--- config.mk ---
export PLATFORM = sky130hd
export DESIGN_NAME = mem_rr_arbiter
export DESIGN_NICKNAME = d
export VERILOG_FILES = /design/src/rtl/mem_rr_arbiter.sv
export SDC_FILE = /design/constraint.sdc
export NUM_CORES = 1
export LEC_CHECK = 0
export BUFFER_PORTS_ARGS = -buffer_cell sky130_fd_sc_hd__buf_2
export CAP_MARGIN = 5
export CELL_PAD_IN_SITES_DETAIL_PLACEMENT = 2
export CELL_PAD_IN_SITES_GLOBAL_PLACEMENT = 2
export CORE_MARGIN = 2
export CORE_UTILIZATION = 18
export CTS_CLUSTER_SIZE = 20
export DETAILED_ROUTE_END_ITERATION = 12
export PLACE_DENSITY_LB_ADDON = 0.1
export SETUP_SLACK_MARGIN = 0.05
export SLEW_MARGIN = 10
export SYNTH_ARGS = -nofsm -noshare
export SYNTH_HDL_FRONTEND = slang
export SYNTH_SLANG_ARGS = --single-unit
--- constraint.sdc ---
create_clock -name i_clk -period 1.85 [get_ports i_clk]
set_input_delay 0.37 -clock i_clk [delete_from_list [all_inputs] [get_ports i_clk]]
set_output_delay 0.37 -clock i_clk [all_outputs]
set_load 0.02 [all_outputs]
--- src/rtl/mem_rr_arbiter.sv ---
// Round-robin arbiter giving N_REQ requesters serialized access to one single-port memory.
// One command in flight; a write retires one cycle after accept, a read responds two cycles after.
module mem_rr_arbiter #(
  parameter int N_REQ  = 4,
  parameter int ADDR_W = 4,
  parameter int DATA_W = 32
) (
  input  logic                    i_clk,
  input  logic                    i_rst_n,
  input  logic [N_REQ-1:0]        i_req_valid,
  input  logic [N_REQ-1:0]        i_req_we,
  input  logic [N_REQ*ADDR_W-1:0] i_req_addr,
  input  logic [N_REQ*DATA_W-1:0] i_req_wdata,
  output logic [N_REQ-1:0]        o_req_ready,
  output logic [N_REQ-1:0]        o_rsp_valid,
  output logic [DATA_W-1:0]       o_rsp_data,
  input  logic [N_REQ-1:0]        i_rsp_ready,
  output logic                    o_mem_en,
  output logic [ADDR_W-1:0]       o_mem_addr,
  output logic [DATA_W-1:0]       o_mem_wdata,
  input  logic [DATA_W-1:0]       i_mem_rdata,
  input  logic                    i_mem_valid,
  output logic                    o_busy,
  output logic                    o_err
);

  localparam int IDX_W = (N_REQ > 1) ? $clog2(N_REQ) : 1;

  typedef enum logic [1:0] {
    IDLE  = 2'd0,
    ISSUE = 2'd1,
    RESP  = 2'd2
  } state_e;

  state_e              state_q, state_d;
  logic [IDX_W-1:0]    ptr_q, ptr_d;
  logic [IDX_W-1:0]    gnt_q, gnt_d;
  logic                mem_en_q, mem_en_d;
  logic [ADDR_W-1:0]   mem_addr_q, mem_addr_d;
  logic [DATA_W-1:0]   mem_wdata_q, mem_wdata_d;
  logic                err_q, err_d;

  logic                any_valid;
  logic [IDX_W-1:0]    win_idx;

  // Scan from farthest to nearest so the first valid after the pointer is the last one written.
  always_comb begin : pick
    int               cand;
    logic [IDX_W-1:0] cand_idx;
    any_valid = 1'b0;
    win_idx   = '0;
    cand      = 0;
    cand_idx  = '0;
    for (int i = N_REQ; i >= 1; i--) begin
      cand     = (int'(ptr_q) + i) % N_REQ;
      cand_idx = IDX_W'(cand);
      if (i_req_valid[cand_idx]) begin
        any_valid = 1'b1;
        win_idx   = cand_idx;
      end
    end
  end

  always_ff @(posedge i_clk or negedge i_rst_n) begin
    if (!i_rst_n) begin
      state_q     <= IDLE;
      ptr_q       <= IDX_W'(N_REQ - 1);
      gnt_q       <= '0;
      mem_en_q    <= 1'b0;
      mem_addr_q  <= '0;
      mem_wdata_q <= '0;
      err_q       <= 1'b0;
    end else begin
      state_q     <= state_d;
      ptr_q       <= ptr_d;
      gnt_q       <= gnt_d;
      mem_en_q    <= mem_en_d;
      mem_addr_q  <= mem_addr_d;
      mem_wdata_q <= mem_wdata_d;
      err_q       <= err_d;
    end
  end

  always_comb begin
    state_d = state_q;
    case (state_q)
      IDLE:    if (any_valid) state_d = ISSUE;
      ISSUE:   state_d = mem_en_q ? IDLE : RESP;
      RESP:    if (i_rsp_ready[gnt_q]) state_d = IDLE;
      default: state_d = IDLE;
    endcase
  end

  // Address stays held through ISSUE and RESP so the memory keeps presenting the read word.
  always_comb begin
    ptr_d       = ptr_q;
    gnt_d       = gnt_q;
    mem_en_d    = mem_en_q;
    mem_addr_d  = mem_addr_q;
    mem_wdata_d = mem_wdata_q;
    err_d       = err_q;
    case (state_q)
      IDLE: begin
        if (any_valid) begin
          ptr_d       = win_idx;
          gnt_d       = win_idx;
          mem_en_d    = i_req_we[win_idx];
          mem_addr_d  = i_req_addr[int'(win_idx)*ADDR_W +: ADDR_W];
          mem_wdata_d = i_req_wdata[int'(win_idx)*DATA_W +: DATA_W];
        end else begin
          mem_en_d = 1'b0;
        end
      end
      ISSUE:   mem_en_d = 1'b0;
      RESP:    if (!i_mem_valid) err_d = 1'b1;
      default: mem_en_d = 1'b0;
    endcase
  end

  always_comb begin
    o_req_ready = '0;
    o_rsp_valid = '0;
    o_rsp_data  = '0;
    case (state_q)
      IDLE: if (any_valid) o_req_ready[win_idx] = 1'b1;
      RESP: begin
        o_rsp_valid[gnt_q] = 1'b1;
        o_rsp_data         = i_mem_rdata;
      end
      default: o_req_ready = '0;
    endcase
  end

  assign o_mem_en    = mem_en_q;
  assign o_mem_addr  = mem_addr_q;
  assign o_mem_wdata = mem_wdata_q;
  assign o_busy      = (state_q != IDLE);
  assign o_err       = err_q;

endmodule

==> impl_results.html <==
<table>
<tr><th>Metric</th><th>Value</th></tr>
<tr><th colspan="2">Timing</th></tr>
<tr><td>Final Hold Violating Endpoints</td><td>0</td></tr>
<tr><td>Fraction of the cycle the final worst path needs</td><td>114%</td></tr>
<tr><td>Final Slew Violations</td><td>0</td></tr>
<tr><td>Transition time at the pin with the least slew margin</td><td>0.475 ns</td></tr>
<tr><td>Worst path setup slack after routing</td><td>-0.266 ns</td></tr>
<tr><td>Final worst path period need</td><td>2.12 ns</td></tr>
<tr><td>Post-route setup TNS</td><td>-5.08 ns</td></tr>
<tr><td>Fmax</td><td>473 MHz</td></tr>
<tr><td>Final setup violation count</td><td>45</td></tr>
<tr><td>Worst clock skew on the final layout</td><td>0.00546 ns</td></tr>
<tr><td>Worst-case headroom to the max-slew limit</td><td>68.3%</td></tr>
<tr><td>RSZ-0062 raised after global routing</td><td>yes</td></tr>
<tr><th colspan="2">Synth</th></tr>
<tr><td>Mean instance size in the synthesized netlist</td><td>9.27 µm²</td></tr>
<tr><td>Portion of the post-synthesis area used by sequential elements</td><td>33.6%</td></tr>
<tr><td>Post-synthesis register bit count</td><td>44</td></tr>
<tr><td>Post-synthesis cell type count</td><td>37</td></tr>
<tr><td>Synthesized net count</td><td>545</td></tr>
<tr><td>Share of the synthesized area in the top cell type</td><td>32.0%</td></tr>
<tr><td>Primary FF master, synth</td><td>sky130_fd_sc_hd__dfrtp_1</td></tr>
<tr><td>Syn. warnings</td><td>0</td></tr>
<tr><td>Share of flip-flops with an asynchronous set or reset</td><td>100%</td></tr>
<tr><td>Mapped Cells</td><td>354</td></tr>
<tr><td>Cell type contributing the most total cell area after synthesis</td><td>sky130_fd_sc_hd__dfrtp_1</td></tr>
<tr><td>Mapped Area</td><td>3280 µm²</td></tr>
<tr><td>Ranking of synthesized cells by area</td><td>sky130_fd_sc_hd__dfrtp_1, sky130_fd_sc_hd__a211oi_1, sky130_fd_sc_hd__mux2i_1, sky130_fd_sc_hd__a211oi_2, sky130_fd_sc_hd__and2_1</td></tr>
<tr><td>Count of flip-flops with a built-in enable after synthesis</td><td>0</td></tr>
<tr><th colspan="2">Layout</th></tr>
<tr><td>Post-layout net count</td><td>864</td></tr>
<tr><td>Antenna diodes</td><td>0</td></tr>
<tr><td>Final non-filler cell total</td><td>903</td></tr>
<tr><td>Layout cell share with drive strength beyond 1</td><td>71.5%</td></tr>
<tr><td>Summed area of non-filler cells in the final layout</td><td>6560 µm²</td></tr>
<tr><td>Synth-to-Final Area Change</td><td>100%</td></tr>
<tr><th colspan="2">Power</th></tr>
<tr><td>Leakage power summed over all cells</td><td>3.01 nW</td></tr>
<tr><td>Power density over cell area</td><td>1600 nW/µm²</td></tr>
<tr><td>Worst VDD drop</td><td>489 µV</td></tr>
<tr><td>Post-layout total power</td><td>10.5 mW</td></tr>
<tr><th colspan="2">GRT</th></tr>
<tr><td>Global-route wire length before repair</td><td>26500 µm</td></tr>
<tr><td>Sum of overflow across all layers after global routing</td><td>0</td></tr>
<tr><td>Antenna violations before repair</td><td>1</td></tr>
<tr><td>Vias in the first global route</td><td>4703</td></tr>
<tr><td>Pin count of the biggest net entering global routing</td><td>23</td></tr>
<tr><td>Total GRT Usage</td><td>17.3%</td></tr>
<tr><th colspan="2">Placed design</th></tr>
<tr><td>Number of buffer cells added on primary ports</td><td>269</td></tr>
<tr><td>Global placement routability congestion</td><td>0.864</td></tr>
<tr><td>Pre-CTS worst setup slack</td><td>-0.141 ns</td></tr>
<tr><td>Number of instances in the placed design</td><td>870</td></tr>
<tr><td>Post-place instance area</td><td>5390 µm²</td></tr>
<tr><td>Half-perimeter wire length of the detailed placement result</td><td>13100 µm</td></tr>
<tr><th colspan="2">Setup path</th></tr>
<tr><td>CP Max Fanout</td><td>5</td></tr>
<tr><td>Source of the worst register-to-register timing path</td><td>ptr_q[1]</td></tr>
<tr><td>R2R setup slack</td><td>-0.18 ns</td></tr>
<tr><td>Required arrival time at the worst endpoint</td><td>1.48 ns</td></tr>
<tr><td>Endpoint class of the critical path</td><td>output pin</td></tr>
<tr><td>Depth of the worst register-to-register path</td><td>8</td></tr>
<tr><td>Worst setup SP type</td><td>register</td></tr>
<tr><td>Classification of the worst setup path</td><td>reg2out</td></tr>
<tr><td>Endpoint arrival time on the critical path</td><td>1.75 ns</td></tr>
<tr><td>R2r endpoint</td><td>o_mem_wdata[18]</td></tr>
<tr><th colspan="2">Status</th></tr>
<tr><td>Violations in the final reports</td><td>setup timing</td></tr>
<tr><td>Status</td><td>finished, violations left</td></tr>
<tr><th colspan="2">Clock network</th></tr>
<tr><td>TritonCTS clock tree</td><td>built</td></tr>
<tr><td>Root Buffer</td><td>sky130_fd_sc_hd__clkbuf_16</td></tr>
<tr><td># H-tree levels</td><td>2</td></tr>
<tr><td>Later-pin clock latency in the skew report</td><td>0.29 ns</td></tr>
<tr><td>CTS Buf Count</td><td>5</td></tr>
<tr><td>Worst-case clock buffer depth</td><td>2</td></tr>
<tr><td>Clock transition at the register clock pins on the worst setup and hold paths after CTS</td><td>0.07 ns</td></tr>
<tr><td>Sink count of the clock tree</td><td>44</td></tr>
<tr><th colspan="2">Route</th></tr>
<tr><td>Routed length per instance</td><td>19.6 µm</td></tr>
<tr><td>DRC violations left</td><td>0</td></tr>
<tr><td>Iteration count of the initial detailed-routing pass</td><td>4</td></tr>
<tr><td>Post-detailed-route via-to-cell ratio</td><td>4.53</td></tr>
<tr><td>Via Count</td><td>4091</td></tr>
<tr><td>First DRT Iteration DRCs</td><td>73</td></tr>
<tr><td>Detail Route Antenna Nets</td><td>0</td></tr>
<tr><td>Total wire length after detailed routing</td><td>17700 µm</td></tr>
<tr><th colspan="2">Floorplan</th></tr>
<tr><td>Initial core utilization</td><td>18.3%</td></tr>
<tr><td>Die Height</td><td>139 µm</td></tr>
<tr><td>I/O pins</td><td>270</td></tr>
<tr><td>Area inside the core boundary</td><td>17900 µm²</td></tr>
<tr><td>Die Width</td><td>139 µm</td></tr>
<tr><td>Die footprint</td><td>19300 µm²</td></tr>
<tr><td>Cell Rows</td><td>49</td></tr>
<tr><th colspan="2">Flow run</th></tr>
<tr><td>Max capacitance violation total</td><td>0</td></tr>
<tr><th colspan="2">Worst hold path</th></tr>
<tr><td>Worst hold-check path type</td><td>in2async</td></tr>
</table>
-- metrics by stage --
stage          util [%]  hold WS [ns]
6_report           36.7        0.0282
5_1_grt            36.7        0.0639
4_1_cts            34.4        0.0376
3_5_place_dp       30.1         0.360
3_3_place_gp       30.1         0.355
2_1_floorplan         -        0.0744
-- synthesized netlist by cell type, types with 2 or more instances --
| library cell | n |
|---|---|
| sky130_fd_sc_hd__buf_4 | 5 |
| sky130_fd_sc_hd__clkbuf_1 | 12 |
| sky130_fd_sc_hd__nand2_1 | 22 |
| sky130_fd_sc_hd__o21ai_2 | 3 |
| sky130_fd_sc_hd__or2_1 | 3 |
| sky130_fd_sc_hd__nor3b_1 | 22 |
| sky130_fd_sc_hd__dfrtp_1 | 42 |
| sky130_fd_sc_hd__mux2i_1 | 39 |
| sky130_fd_sc_hd__dfstp_2 | 2 |
| sky130_fd_sc_hd__buf_2 | 11 |
| sky130_fd_sc_hd__nor2_1 | 46 |
| sky130_fd_sc_hd__a211oi_2 | 19 |
| sky130_fd_sc_hd__nor2_4 | 2 |
| sky130_fd_sc_hd__nand2b_1 | 4 |
| sky130_fd_sc_hd__and2_1 | 32 |
| sky130_fd_sc_hd__nor3_1 | 16 |
| sky130_fd_sc_hd__a211oi_1 | 53 |
| sky130_fd_sc_hd__o21bai_1 | 2 |
-- how the worst max path moves through the flow --
| stage | from | endpoint | slack [ns] |
|---|---|---|---|
| CTS | ptr_q[1] | o_req_ready[0] | -0.30 |
| detailed placement | ptr_q[1] | o_mem_wdata[25] | -0.14 |
| finish | ptr_q[1] | o_req_ready[0] | -0.27 |
| global route | ptr_q[1] | o_req_ready[2] | -0.34 |
| floorplan | ptr_q[0] | o_req_ready[2] | -0.12 |
| global placement | ptr_q[1] | o_req_ready[3] | -0.08 |
-- placed cells by master, fill, tap and decap left out, types with 9 or more instances in the layout --
cell	synthesis	layout
sky130_fd_sc_hd__nand2_1	22	20
sky130_fd_sc_hd__dfrtp_1	42	42
sky130_fd_sc_hd__buf_2	11	229
sky130_fd_sc_hd__a211oi_2	19	39
sky130_fd_sc_hd__mux2i_2	0	9
sky130_fd_sc_hd__buf_4	5	37
sky130_fd_sc_hd__buf_6	1	56
sky130_fd_sc_hd__nor3b_1	22	14
sky130_fd_sc_hd__a211oi_4	0	10
sky130_fd_sc_hd__mux2i_1	39	27
sky130_fd_sc_hd__a211oi_1	53	23
sky130_fd_sc_hd__nor3_1	16	15
sky130_fd_sc_hd__nor2_1	46	40
sky130_fd_sc_hd__buf_12	0	13
sky130_fd_sc_hd__and2_4	0	29
-- routing by layer --
layer / share of wire [%] / wire, µm / vias up / GRT usage (%)
li1: - / - / 1922 / -
met1: 40 / 7150 / 1994 / 20.1
met2: 53 / 9450 / 162 / 33.3
met3: 5.2 / 920 / 11 / 3.59
met4: 0.71 / 125 / 2 / 2.66
met5: 0.091 / 16 / - / 0
-- cell families (layout without fill, tap and decap cells) --
kind of cell	count (synthesis)	in the layout	share of synthesized area, %
AND/OR/NAND/NOR	156	156	25.6
AO/OA/AOI/OAI	83	83	23.1
flip-flops	44	44	33.6
multiplexers	40	40	12.6
buffers and inverters	31	351	5.11
-- critical path, cell delays in order (launching register included) --
cell,delay (ns)
sky130_fd_sc_hd__dfstp_2,0.56
sky130_fd_sc_hd__mux2i_1,0.22
sky130_fd_sc_hd__o21ai_2,0.09
sky130_fd_sc_hd__or2_1,0.25
sky130_fd_sc_hd__buf_12,0.15
sky130_fd_sc_hd__nor2_4,0.07
sky130_fd_sc_hd__buf_6,0.12
-- cell type report --
cell class,count,area [µm²]
Clock buffer,6,139
Clock inverter,2,10.0
Fill cell,1952,11300
Inverter,1,11.3
Multi-Input combinational cell,279,2550
Sequential cell,44,1100
Tap cell,229,287
Timing Repair Buffer,342,2460
-- repair_timing --
action                                  CTS  global route
pin swaps                                31            28
hold buffers                              0             0
gates cloned                              5             4
buffers inserted                         16             8
gates resized for setup                 132            75
endpoints found under the setup margin   76            79
-- power breakdown --
| group | switching (mW) | total, mW | internal, mW |
|---|---|---|---|
| clock | 0.393 | 0.927 | 0.534 |
| sequential | 0.311 | 1.78 | 1.47 |
| combinational | 4.07 | 7.81 | 3.73 |
| total | 4.78 | 10.5 | 5.74 |
-- sequential cells by signal, indices dropped and copies added (netlist names) --
name	count
gnt_q	2
o_err	1
o_mem_addr	4
o_mem_en	1
o_mem_wdata	32
ptr_q	2
state_q	2
No activity file was read; power rests on OpenSTA's default activity.
